===== config.mk =====
export PLATFORM = sky130hd
export DESIGN_NAME = chroma_sub422_flat
export DESIGN_NICKNAME = d
export VERILOG_FILES = /design/src/rtl/chroma_sub422_pkg.sv /design/src/rtl/chroma_sub422_if.sv /design/src/rtl/chroma_sub422_avg2.sv /design/src/rtl/chroma_sub422.sv /design/src/flat_wrapper.sv
export SDC_FILE = /design/constraint.sdc
export NUM_CORES = 1
export LEC_CHECK = 0
export ABC_AREA = 0
export CAP_MARGIN = 20
export CORE_UTILIZATION = 55
export DETAILED_ROUTE_END_ITERATION = 8
export PLACE_DENSITY_LB_ADDON = 0.3
export SYNTH_ARGS = -nofsm -noshare
export SYNTH_HDL_FRONTEND = slang
export SYNTH_SLANG_ARGS = --single-unit

===== constraint.sdc =====
create_clock -name clk -period 2.67 [get_ports clk]
set_input_delay 0.534 -clock clk [delete_from_list [all_inputs] [get_ports clk]]
set_output_delay 0.534 -clock clk [all_outputs]
set_load 0.01 [all_outputs]

===== src/rtl/chroma_sub422_pkg.sv =====
// rtl/chroma_sub422_pkg.sv - shared packing constants, phase encoding and counter sizing
package chroma_sub422_pkg;

    localparam int CHROMA_MSB = 15;
    localparam int CHROMA_LSB = 8;
    localparam int LUMA_MSB   = 7;
    localparam int LUMA_LSB   = 0;

    typedef enum logic {
        PH_EVEN = 1'b0,
        PH_ODD  = 1'b1
    } phase_t;

    // Smallest width whose range covers every pixel index of a line.
    function automatic int calc_cnt_w(input int line_w);
        int w;
        w = 1;
        while ((1 << w) < line_w) begin
            w = w + 1;
        end
        return w;
    endfunction

    function automatic logic [15:0] pack_word(input logic [7:0] chroma, input logic [7:0] luma);
        logic [15:0] word;
        word = '0;
        word[CHROMA_MSB:CHROMA_LSB] = chroma;
        word[LUMA_MSB:LUMA_LSB]     = luma;
        return word;
    endfunction

endpackage


===== src/rtl/chroma_sub422_if.sv =====
// rtl/chroma_sub422_if.sv - pixel input / packed 4:2:2 output bundle
interface chroma_sub422_if;
    logic [7:0]  din_y;
    logic [7:0]  din_cb;
    logic [7:0]  din_cr;
    logic        din_vld;
    logic        din_sof;
    logic [15:0] dout;
    logic        dout_vld;
    logic        dout_sof;
    logic        dout_eol;
    logic        err_align;

    modport master (
        output din_y, din_cb, din_cr, din_vld, din_sof,
        input  dout, dout_vld, dout_sof, dout_eol, err_align
    );

    modport slave (
        input  din_y, din_cb, din_cr, din_vld, din_sof,
        output dout, dout_vld, dout_sof, dout_eol, err_align
    );
endinterface


===== src/rtl/chroma_sub422_avg2.sv =====
// rtl/chroma_sub422_avg2.sv - combinational two-input 8-bit average, rounding selectable
module chroma_avg2 #(
    parameter int ROUND = 1
) (
    input  logic [7:0] a,
    input  logic [7:0] b,
    output logic [7:0] avg
);
    logic [8:0] sum;

    // 9-bit sum holds 255+255+1, so the halved result always fits in 8 bits.
    assign sum = {1'b0, a} + {1'b0, b} + ((ROUND != 0) ? 9'd1 : 9'd0);
    assign avg = 8'(sum >> 1);

endmodule


===== src/rtl/chroma_sub422.sv =====
// rtl/chroma_sub422.sv - streaming 4:4:4 to 4:2:2 horizontal chroma subsampler
module chroma_sub422
    import chroma_sub422_pkg::*;
#(
    parameter int LINE_W = 1280,
    parameter int CNT_W  = calc_cnt_w(LINE_W),
    parameter int ROUND  = 1
) (
    input  logic           clk,
    input  logic           rstn,
    chroma_sub422_if.slave px
);

    if (LINE_W < 2 || (LINE_W % 2) != 0) begin : g_bad_line_w
        $error("chroma_sub422: LINE_W must be even and >= 2");
    end
    if ((64'd1 << CNT_W) < 64'(LINE_W)) begin : g_bad_cnt_w
        $error("chroma_sub422: CNT_W too narrow for LINE_W");
    end

    phase_t           phase, phase_nx;
    logic [CNT_W-1:0] pix_cnt, idx;
    logic             last, take_even, take_odd, resync;
    logic [7:0]       y0, cb0, cr0;
    logic             sof0;
    logic [7:0]       cb_avg, cr_avg;
    logic [15:0]      out_word, b_word;
    logic             out_vld, out_sof, out_eol, b_pend, b_eol, err;

    chroma_avg2 #(.ROUND(ROUND)) u_avg_cb (.a(cb0), .b(px.din_cb), .avg(cb_avg));
    chroma_avg2 #(.ROUND(ROUND)) u_avg_cr (.a(cr0), .b(px.din_cr), .avg(cr_avg));

    assign idx  = px.din_sof ? '0 : pix_cnt;
    assign last = (idx == CNT_W'(LINE_W - 1));

    always_ff @(posedge clk or negedge rstn) begin
        if (!rstn) begin
            phase <= PH_EVEN;
        end else begin
            phase <= phase_nx;
        end
    end

    // A sof pixel always opens a pair; in ODD it also discards the held pixel.
    always_comb begin
        phase_nx  = phase;
        take_even = 1'b0;
        take_odd  = 1'b0;
        resync    = 1'b0;
        if (px.din_vld) begin
            case (phase)
                PH_EVEN: begin
                    take_even = 1'b1;
                    phase_nx  = PH_ODD;
                end
                PH_ODD: begin
                    if (px.din_sof) begin
                        take_even = 1'b1;
                        resync    = 1'b1;
                        phase_nx  = PH_ODD;
                    end else begin
                        take_odd = 1'b1;
                        phase_nx = PH_EVEN;
                    end
                end
                default: phase_nx = PH_EVEN;
            endcase
        end
    end

    always_ff @(posedge clk or negedge rstn) begin
        if (!rstn) begin
            pix_cnt  <= '0;
            y0       <= '0;
            cb0      <= '0;
            cr0      <= '0;
            sof0     <= 1'b0;
            err      <= 1'b0;
            out_word <= '0;
            out_vld  <= 1'b0;
            out_sof  <= 1'b0;
            out_eol  <= 1'b0;
            b_word   <= '0;
            b_pend   <= 1'b0;
            b_eol    <= 1'b0;
        end else begin
            if (px.din_vld) begin
                pix_cnt <= last ? '0 : idx + 1'b1;
            end
            if (take_even) begin
                y0   <= px.din_y;
                cb0  <= px.din_cb;
                cr0  <= px.din_cr;
                sof0 <= px.din_sof;
            end
            if (resync) begin
                err <= 1'b1;
            end
            // Word B waits one cycle in its own register so the next even pixel never collides.
            if (take_odd) begin
                out_word <= pack_word(cb_avg, y0);
                out_vld  <= 1'b1;
                out_sof  <= sof0;
                out_eol  <= 1'b0;
                b_word   <= pack_word(cr_avg, px.din_y);
                b_pend   <= 1'b1;
                b_eol    <= last;
            end else if (b_pend) begin
                out_word <= b_word;
                out_vld  <= 1'b1;
                out_sof  <= 1'b0;
                out_eol  <= b_eol;
                b_pend   <= 1'b0;
            end else begin
                out_word <= '0;
                out_vld  <= 1'b0;
                out_sof  <= 1'b0;
                out_eol  <= 1'b0;
            end
        end
    end

    assign px.dout      = out_word;
    assign px.dout_vld  = out_vld;
    assign px.dout_sof  = out_sof;
    assign px.dout_eol  = out_eol;
    assign px.err_align = err;

endmodule


===== src/flat_wrapper.sv =====
// flat-port wrapper written by rule: the top's interface ports become plain ports
module chroma_sub422_flat import chroma_sub422_pkg::*;
#(
    parameter int LINE_W = 1280,
    parameter int CNT_W  = calc_cnt_w(LINE_W),
    parameter int ROUND  = 1
)
  (clk, rstn, px_din_y, px_din_cb, px_din_cr, px_din_vld, px_din_sof, px_dout, px_dout_vld, px_dout_sof, px_dout_eol, px_err_align);
  chroma_sub422_if px_i ();
  input  logic clk;
  input  logic rstn;
  input wire logic [$bits(px_i.din_y)-1:0] px_din_y;
  input wire logic [$bits(px_i.din_cb)-1:0] px_din_cb;
  input wire logic [$bits(px_i.din_cr)-1:0] px_din_cr;
  input wire logic [$bits(px_i.din_vld)-1:0] px_din_vld;
  input wire logic [$bits(px_i.din_sof)-1:0] px_din_sof;
  output wire logic [$bits(px_i.dout)-1:0] px_dout;
  output wire logic [$bits(px_i.dout_vld)-1:0] px_dout_vld;
  output wire logic [$bits(px_i.dout_sof)-1:0] px_dout_sof;
  output wire logic [$bits(px_i.dout_eol)-1:0] px_dout_eol;
  output wire logic [$bits(px_i.err_align)-1:0] px_err_align;
  assign px_i.din_y = px_din_y;
  assign px_i.din_cb = px_din_cb;
  assign px_i.din_cr = px_din_cr;
  assign px_i.din_vld = px_din_vld;
  assign px_i.din_sof = px_din_sof;
  assign px_dout = px_i.dout;
  assign px_dout_vld = px_i.dout_vld;
  assign px_dout_sof = px_i.dout_sof;
  assign px_dout_eol = px_i.dout_eol;
  assign px_err_align = px_i.err_align;
  chroma_sub422 #(.LINE_W(LINE_W), .CNT_W(CNT_W), .ROUND(ROUND)) u_core (.clk(clk), .rstn(rstn), .px(px_i));
endmodule

# Word level (Yosys, flattened, before mapping)
# Index checks and enable logic that the tools add are counted.
# W data, S select, Z words.
dict set report op_classes {
  muxes 18
  eq_ne 1
  n_addsub 5
  n_bitwise 1
}
# operator n
set op_table {}
lappend op_table {{$mux W16} 2}
lappend op_table {{$mux W11} 2}
lappend op_table {{$add A8 B8 Y9} 2}
lappend op_table {{$add A9 B1 Y9 const B} 2}
lappend op_table {{$mux W1} 13}
lappend op_table {{$add A11 B1 Y11 const B} 1}
lappend op_table {{$eq A11 B11 Y1 const B} 1}
lappend op_table {{$pmux W1 S2} 1}
lappend op_table {{$not A1 Y1} 1}
dict set report word_totals {
  reg_bits 75
  output_inout_bits 20
  word_cells 39
}

# Longest topological paths before layout
# Gate-level depths: netlist (run 1).
dict set report depth {
  ltp_word 4
  mapped_depth 9
  mapped_depth_nobuf 8
}

# Cells and area by module
# A second synthesis (run 1) with hierarchy kept.
dict set report hier_totals {
  cells_unflattened 375
  hier_area_um2 3803.6
}
# mod instances cells_each area_per_inst_um2
set modules_own_cells {}
lappend modules_own_cells {chroma_sub422 1 291 3158.0}
lappend modules_own_cells {chroma_avg2 2 42 322.8}

# Least setup slack after synthesis (run 1)
# No wires, ideal clock.
dict set report synth_timing {
  kind {input port to flip-flop}
  startpoint {input port px_din_sof}
  endpoint {register u_core.pix_cnt[5]}
  t_arrival_ns 2.076
  setup_ns 0.121
  setup_slack_ns 0.473
  cell_stages 9
  path_cell_list {buf_4 clkbuf_1 nor2_1 ha_1 and3_4 nand3_4 nor4_4 o31ai_1 a22o_1}
}
dict set report synth_via {
  elab_chain_cells 3
  word_cells_on_any_way 4
  classes_between {add/sub (1); eq/ne (1); mux (2)}
}
# element line_no
set synth_rtl {}
lappend synth_rtl {{start, declared} flat_wrapper.sv:16} ;# input wire logic [$bits(px_i.din_sof)-1:0] px_din_sof;
lappend synth_rtl {{$mux W11 *} chroma_sub422.sv:33} ;# assign idx = px.din_sof ? '0 : pix_cnt;
lappend synth_rtl {{$add A11 B1 Y11 or $eq A11 B11 Y1 (tied branches)} {chroma_sub422.sv:88, chroma_sub422.sv:34}}
lappend synth_rtl {{$mux W11 *} chroma_sub422.sv:88} ;# pix_cnt <= last ? '0 : idx + 1'b1;
lappend synth_rtl {{end signal, assigned} chroma_sub422.sv:88}
lappend synth_rtl {{end, declared} chroma_sub422.sv:22} ;# logic [CNT_W-1:0] pix_cnt, idx;
# Mark *: on every way between the ends. The rest lies on a longest branch, timed or not.
# A chain may end at the register's enable or synchronous reset.

# Final worst setup path (run 1)
dict set report layout_timing {
  startpoint {input port px_din_cr[0]}
  endpoint {register u_core.b_word[13]}
}
dict set report layout_via {
  elab_chain_cells 2
}
# element line_no
set layout_rtl {}
lappend layout_rtl {{start, declared} flat_wrapper.sv:14} ;# input wire logic [$bits(px_i.din_cr)-1:0] px_din_cr;
lappend layout_rtl {{$add A8 B8 Y9} chroma_sub422_avg2.sv:12} ;# assign sum = {1'b0, a} + {1'b0, b} + ((ROUND != 0) ? 9'd1 : 9'd0);
lappend layout_rtl {{$add A9 B1 Y9} chroma_sub422_avg2.sv:12}
lappend layout_rtl {{end signal, assigned} chroma_sub422.sv:105} ;# b_word <= pack_word(cr_avg, px.din_y);
lappend layout_rtl {{end, declared} chroma_sub422.sv:27} ;# logic [15:0] out_word, b_word;
# No other way between the ends.

==> flow_summary.toml, run 1 <==
[die]
num_rows = 29
die_y_um = 84.3
dieArea_mm2 = 0.00711
start_util_pct = 57.7
io_pins = 48
core_area_mm2 = 0.00646
die_x_um = 84.3

[cts]
cts_buffers = 9
cts_root_buf = "clkbuf_8"
clk_pin_slew_ns = 0.09
cts_tree = "yes"
ctsResizeCount = 0
holdBufCountCts = 0
clkSinkCount = 75
clk_latency_ns = 0.36
post_cts_buffers = 0
cts.path.max_buffers = 2
h-tree-depth = 3

[sta]
slew_headroom_pct = 38.8
clock.fmax_mhz = 429
setup_violations = 0
min_period_ns = 2.33
tightest_slew_ns = 0.917
rsz0062_at_grt = "no"
slew_viol_final = 0
fin_crit_sh_pct = 87.2
fin_worst_skew_ns = 0.00756
setup_tns_ns = 0
hold_viol_final = 0

[worst_setup_path]
r2r_start = "u_core.cr0[0]"
critPathCaptureType = "register"
r2r_slack_ns = 0.55
path_class = "in2reg"
reg2reg_depth = 8
worstPathMaxFanout = 4
worstPathArrival_ns = 2.57
critical_path_required_ns = 2.91
regToRegEndpoint = "u_core.b_word[13]"
cp-start-kind = "input pin"

[routing]
drtIter0Drc = 159
vias_per_cell = 5.72
routed_wirelength_um = 7060
drcViolationCount = 5
ant_nets = 0
wl_per_cell_um = 14.2
first_pass_iters = 6
vias = 2841

[status]
status = "finished, violations left"
violations = "DRC"

[layout]
n_antenna_cell = 0
area_growth_pct = 19.6
drive_above_1_share_pct = 13.8
layout_common_cells = "dfrtp_1, nand2_1, clkdlybuf4s50_1"
nNetsFinal = 460
final_util_pct = 69.0
mostFrequentLayoutCell = "dfrtp_1"

[synthesis]
syn_area_mm2 = 0.00373
synth_cells = 365
ys.flop_type = "dfrtp_1"
syn_nets = 410
synth.avg_cell_area_um2 = 10.2
synth_cell_types = 57
async_flop_share_pct = 100
ys_ff_latch = 75
yosys_warnings = 0
synth_edf_count = 0
seq_area_frac_synth_pct = 50.4

[place]
gp_congestion = 0.830
port_buffers = 47
dpl.hpwl_um = 4880

[min_path]
hold_class = "in2async"

[grt]
antenna_found_initial = 0
grt_max_degree = 76
globalRouteTotalUtil_pct = 21.4
grt_pass1_wl_um = 12000
grt_pass1_vias = 2733
overflow = 0

[power]
finalPower_mw = 2.97
p_per_area_mw_per_mm2 = 666
p_leak_nw = 2.02
max-vdd-ir-drop_mv = 0.345

[job]
drv_cap = 0
## synthesized netlist by cell type (5+ instances only)
cell type | n | area, um2
dfrtp_1 | 75 | 1880
nand2_1 | 73 | 274
nand3_1 | 22 | 110
mux2_2 | 19 | 214
inv_1 | 17 | 63.8
o21ai_0 | 17 | 85.1
ha_1 | 15 | 188
a21oi_1 | 13 | 65.1
nor2_1 | 13 | 48.8
clkbuf_1 | 7 | 26.3
buf_2 | 6 | 30.0
o22ai_1 | 6 | 37.5
a211oi_1 | 5 | 37.5
o31ai_1 | 5 | 37.5
## power breakdown
| group | total, mW | internal [mW] | switching [mW] |
|---|---|---|---|
| Combinational | 0.706 | 0.348 | 0.358 |
| Sequential | 1.44 | 1.32 | 0.116 |
| Clock | 0.826 | 0.353 | 0.473 |
## kinds of logic after synthesis
| kind of cell | Yosys count | share of synthesized area (%) |
|---|---|---|
| and+or+nand+nor | 138 | 18.5 |
| AOI/OAI and AO/OA | 70 | 12.2 |
| DFF | 75 | 50.4 |
| buffers and inverters | 35 | 4.23 |
| muxes | 24 | 7.22 |
| adders and majority gates | 17 | 6.11 |
| xor gates and xnor gates | 6 | 1.41 |
## per-layer routing
metal	vias to the layer above	GRT usage [%]	wire, um
met5	-	0	0
met4	0	7.52	89
met3	7	5.80	287
met2	62	34.4	3330
met1	1391	28.3	3350
li1	1381	-	-
## registers in the layout, summed over array words and instances, names as in the netlist
| name | flops |
|---|---|
| u_core.pix_cnt | 11 |
| u_core.px.dout_eol | 1 |
| u_core.px.dout | 16 |
| u_core.b_pend | 1 |
| u_core.b_word | 16 |
| u_core.phase | 1 |
| u_core.sof0 | 1 |
| u_core.px.err_align | 1 |
| u_core.y0 | 8 |
| u_core.cr0 | 8 |
| u_core.cb0 | 8 |
| u_core.px.dout_vld | 1 |
| u_core.b_eol | 1 |
| u_core.px.dout_sof | 1 |
## critical path, stage by stage
cell and delay (ns):
clkdlybuf4s50_1 0.41, nor2_1 0.17, inv_1 0.08, fa_1 0.40, a21o_1 0.19, a31oi_1 0.32
nor3b_1 0.11, a311oi_1 0.28, o21ai_1 0.08
## area by class of cell
| cell class | count | area [um2] |
|---|---|---|
| clock buffer | 9 | 124 |
| multi-input combinational | 255 | 1690 |
| inverter | 17 | 63.8 |
| clock inverter | 7 | 61.3 |
| sequential | 75 | 1880 |
| timing repair buffer | 57 | 543 |
| tap | 77 | 96.3 |
| fill | 504 | 2000 |
## how the worst max path moves through the flow
stage	start	end	slack, ns	depth (start not counted)
finish	px_din_cr[0]	u_core.b_word[13]	0.34	9
detailed placement	px_din_cr[0]	u_core.b_word[13]	-0.01	9
global placement	px_din_cr[0]	u_core.b_word[13]	0.08	9
global route	px_din_cr[0]	u_core.b_word[13]	0.20	9
CTS	px_din_cr[0]	u_core.b_word[13]	0.36	9
floorplan	px_din_sof	u_core.pix_cnt[5]	0.47	9
## metrics by stage
step           instance area [um2]  std cells  hold WS, ns  worst slack [ns]
2_1_floorplan                 3730        365        0.238             0.473
3_3_place_gp                  4270        481        0.442            0.0817
3_5_place_dp                  4270        481        0.455           -0.0149
4_1_cts                       4460        497        0.349             0.356
5_1_grt                       4460        497        0.397             0.196
6_report                      4460        497        0.308             0.342
Note: power is estimated with default switching activity, not from simulation.
==> run 2: changes to the inputs <==
--- a/config.mk
+++ b/config.mk
@@ -6,10 +6,13 @@
 export NUM_CORES = 1
 export LEC_CHECK = 0
 export ABC_AREA = 0
+export ABC_CLOCK_PERIOD_IN_PS = 2670
 export CAP_MARGIN = 20
 export CORE_UTILIZATION = 55
 export DETAILED_ROUTE_END_ITERATION = 8
 export PLACE_DENSITY_LB_ADDON = 0.3
+export REMOVE_ABC_BUFFERS = 1
+export SETUP_SLACK_MARGIN = 0.1
 export SYNTH_ARGS = -nofsm -noshare
 export SYNTH_HDL_FRONTEND = slang
 export SYNTH_SLANG_ARGS = --single-unit
==> run 2 against run 1 <==
Effect of this change:
- the flow still finishes with violations (DRC)
- via count decreased by 0.42%
- setup slack got worse by 0.036 ns
- global-route usage increased by 1.8 points
- final area increased by 0.45%
- combinational power increased by 0.7%
- wire length increased by 1.2%
- first-iteration DRC count increased by 25%
- register-to-register slack got worse by 0.04 ns
- final cell count unchanged
- utilization increased by 0.31 points
- non-clock buffer count unchanged
- power increased by 2.8%
==> flow_summary.toml, run 2 (synthesized netlist as in run 1, its figures left out) <==
[layout]
n_antenna_cell = 0
n_fill_cell = 480
nNetsFinal = 460
mostFrequentLayoutCell = "dfrtp_1"
area_growth_pct = 20.1
drive_above_1_share_pct = 13.8
layout_common_cells = "dfrtp_1, nand2_1, clkdlybuf4s50_1"

[cts]
h-tree-depth = 3
cts.path.max_buffers = 2
cts_buffers = 9
post_cts_buffers = 0
cts_root_buf = "clkbuf_8"
holdBufCountCts = 0
ctsResizeCount = 0
clk_latency_ns = 0.34
cts_tree = "yes"
clkSinkCount = 75
clk_pin_slew_ns = 0.08

[routing]
vias_per_cell = 5.69
first_pass_iters = 7
vias = 2829
drcViolationCount = 2
wl_per_cell_um = 14.4
routed_wirelength_um = 7150
ant_nets = 0
drtIter0Drc = 198

[worst_setup_path]
critPathCaptureType = "register"
critical_path_required_ns = 2.90
worstPathArrival_ns = 2.59
path_delay_family = "compound AO/OA/AOI/OAI gates"
cpMaxStageDelayCell = "clkdlybuf4s50_1"
cp_num_buf_inv = 2
cp_cell_sequence = "clkdlybuf4s50_1 > nor2_1 > inv_1 > fa_1 > a21o_1 > a31oi_1 > nor3b_1 > a311oi_1 > o21ai_1"
cpPeakStageDelay_ns = 0.41
worstPathMaxFanout = 4
path_class = "in2reg"
cp-start-kind = "input pin"

[power]
p_leak_nw = 2.03
p_int_mw = 2.11
clock_power_share_pct = 29.8
p_sw_mw = 0.937
finalPower_mw = 3.05
p_per_area_mw_per_mm2 = 681
sw_frac_of_total_pct = 30.7
pwr-share-seq_pct = 46.9
max-vdd-ir-drop_mv = 0.401
power_frac_comb_pct = 23.3

[place]
gp_congestion = 0.851
dpl.hpwl_um = 4900
port_buffers = 47
pre_cts_ws_ns = 0.0374

[sta]
hold_viol_final = 0
min_period_ns = 2.36
slew_viol_final = 0
fin_crit_sh_pct = 88.6
setup_violations = 0
setup_tns_ns = 0
fin_ws_ns = 0.305
tightest_slew_ns = 0.915
fin_worst_skew_ns = 0.00697
clock.fmax_mhz = 423
slew_headroom_pct = 39.0
rsz0062_at_grt = "no"

[grt]
grt_pass1_vias = 2846
grt_pass1_wl_um = 13000
antenna_found_initial = 0
grt_max_degree = 76
overflow = 0
globalRouteTotalUtil_pct = 23.2

[status]
status = "finished, violations left"
violations = "DRC"

[die]
core_area_mm2 = 0.00646
start_util_pct = 57.7
num_rows = 29
io_pins = 48
dieArea_mm2 = 0.00711
die_x_um = 84.3
die_y_um = 84.3

[min_path]
hold_class = "in2async"

[job]
drv_cap = 0
run 2: worst paths after layout:
| path | start | end | slack, ns | depth (start not counted) |
|---|---|---|---|---|
| min in group clk | u_core.y0[7] | u_core.px.dout[7] | 0.47 | 2 |
| worst min register to register | u_core.y0[7] | u_core.px.dout[7] | 0.47 | 2 |
| worst min-delay path | rstn | u_core.cb0[0] | 0.31 | 1 |
| worst max register to register | u_core.cr0[0] | u_core.b_word[13] | 0.51 | 8 |
| worst max-delay path | px_din_cr[0] | u_core.b_word[13] | 0.31 | 9 |
| max in group asynchronous | rstn | u_core.cr0[2] | 1.76 | 1 |
run 2: metal layers:
layer / vias to the layer above / share of wire (%) / GRT usage [%] / routed length (um)
li1: 1380 / - / - / -
met3: 13 / 3.7 / 4.82 / 267
met2: 64 / 47 / 37.6 / 3340
met1: 1372 / 48 / 31.4 / 3430
met5: - / 0 / 0 / 0
met4: 0 / 1.5 / 7.99 / 110
run 2: final cells by class:
| type | instances | area [um2] | area share (%) |
|---|---|---|---|
| clock inverter | 7 | 81.3 | 1.82 |
| timing repair buffer | 57 | 543 | 12.1 |
| multi-input combinational | 255 | 1690 | 37.8 |
| inverter | 17 | 63.8 | 1.43 |
| sequential | 75 | 1880 | 41.9 |
| tap | 77 | 96.3 | 2.15 |
| clock buffer | 9 | 124 | 2.77 |
run 2: through the flow:
stage / utilization, % / hold WS [ns] / cell area, um2 / instances
finish: 69.3 / 0.312 / 4480 / 497
global route: 69.3 / 0.402 / 4480 / 497
CTS: 69.3 / 0.357 / 4480 / 497
detailed placement: 66.1 / 0.451 / 4270 / 481
global placement: 66.1 / 0.443 / 4270 / 481
floorplan: - / 0.238 / 3630 / 347
run 2: power by group through the flow:
| stage | clock network, mW | registers (mW) | logic [mW] |
|---|---|---|---|
| 2_1_floorplan | 0 | 1.44 | 0.437 |
| 3_3_place_gp | 0 | 1.44 | 0.683 |
| 3_5_place_dp | 0 | 1.45 | 0.707 |
| 4_1_cts | 0.925 | 1.43 | 0.714 |
| 5_1_grt | 0.974 | 1.46 | 0.805 |
| 6_report | 0.909 | 1.43 | 0.711 |
run 2: worst register-to-register path: stages, from the launching register on:
cell and delay (ns):
dfrtp_1 0.39, nor2_1 0.17, inv_1 0.07, fa_1 0.39, a21o_1 0.19, a31oi_1 0.32, nor3b_1 0.11, a311oi_1 0.31
o21ai_1 0.09
==> run 3: changes to the inputs <==
--- a/config.mk
+++ b/config.mk
@@ -10,6 +10,7 @@
 export CAP_MARGIN = 20
 export CORE_UTILIZATION = 55
 export DETAILED_ROUTE_END_ITERATION = 8
+export HOLD_SLACK_MARGIN = 0.03
 export PLACE_DENSITY_LB_ADDON = 0.3
 export REMOVE_ABC_BUFFERS = 1
 export SETUP_SLACK_MARGIN = 0.1
==> results of run 3 <==
No change in the layout: final DEF, timing and power equal those of run 2.
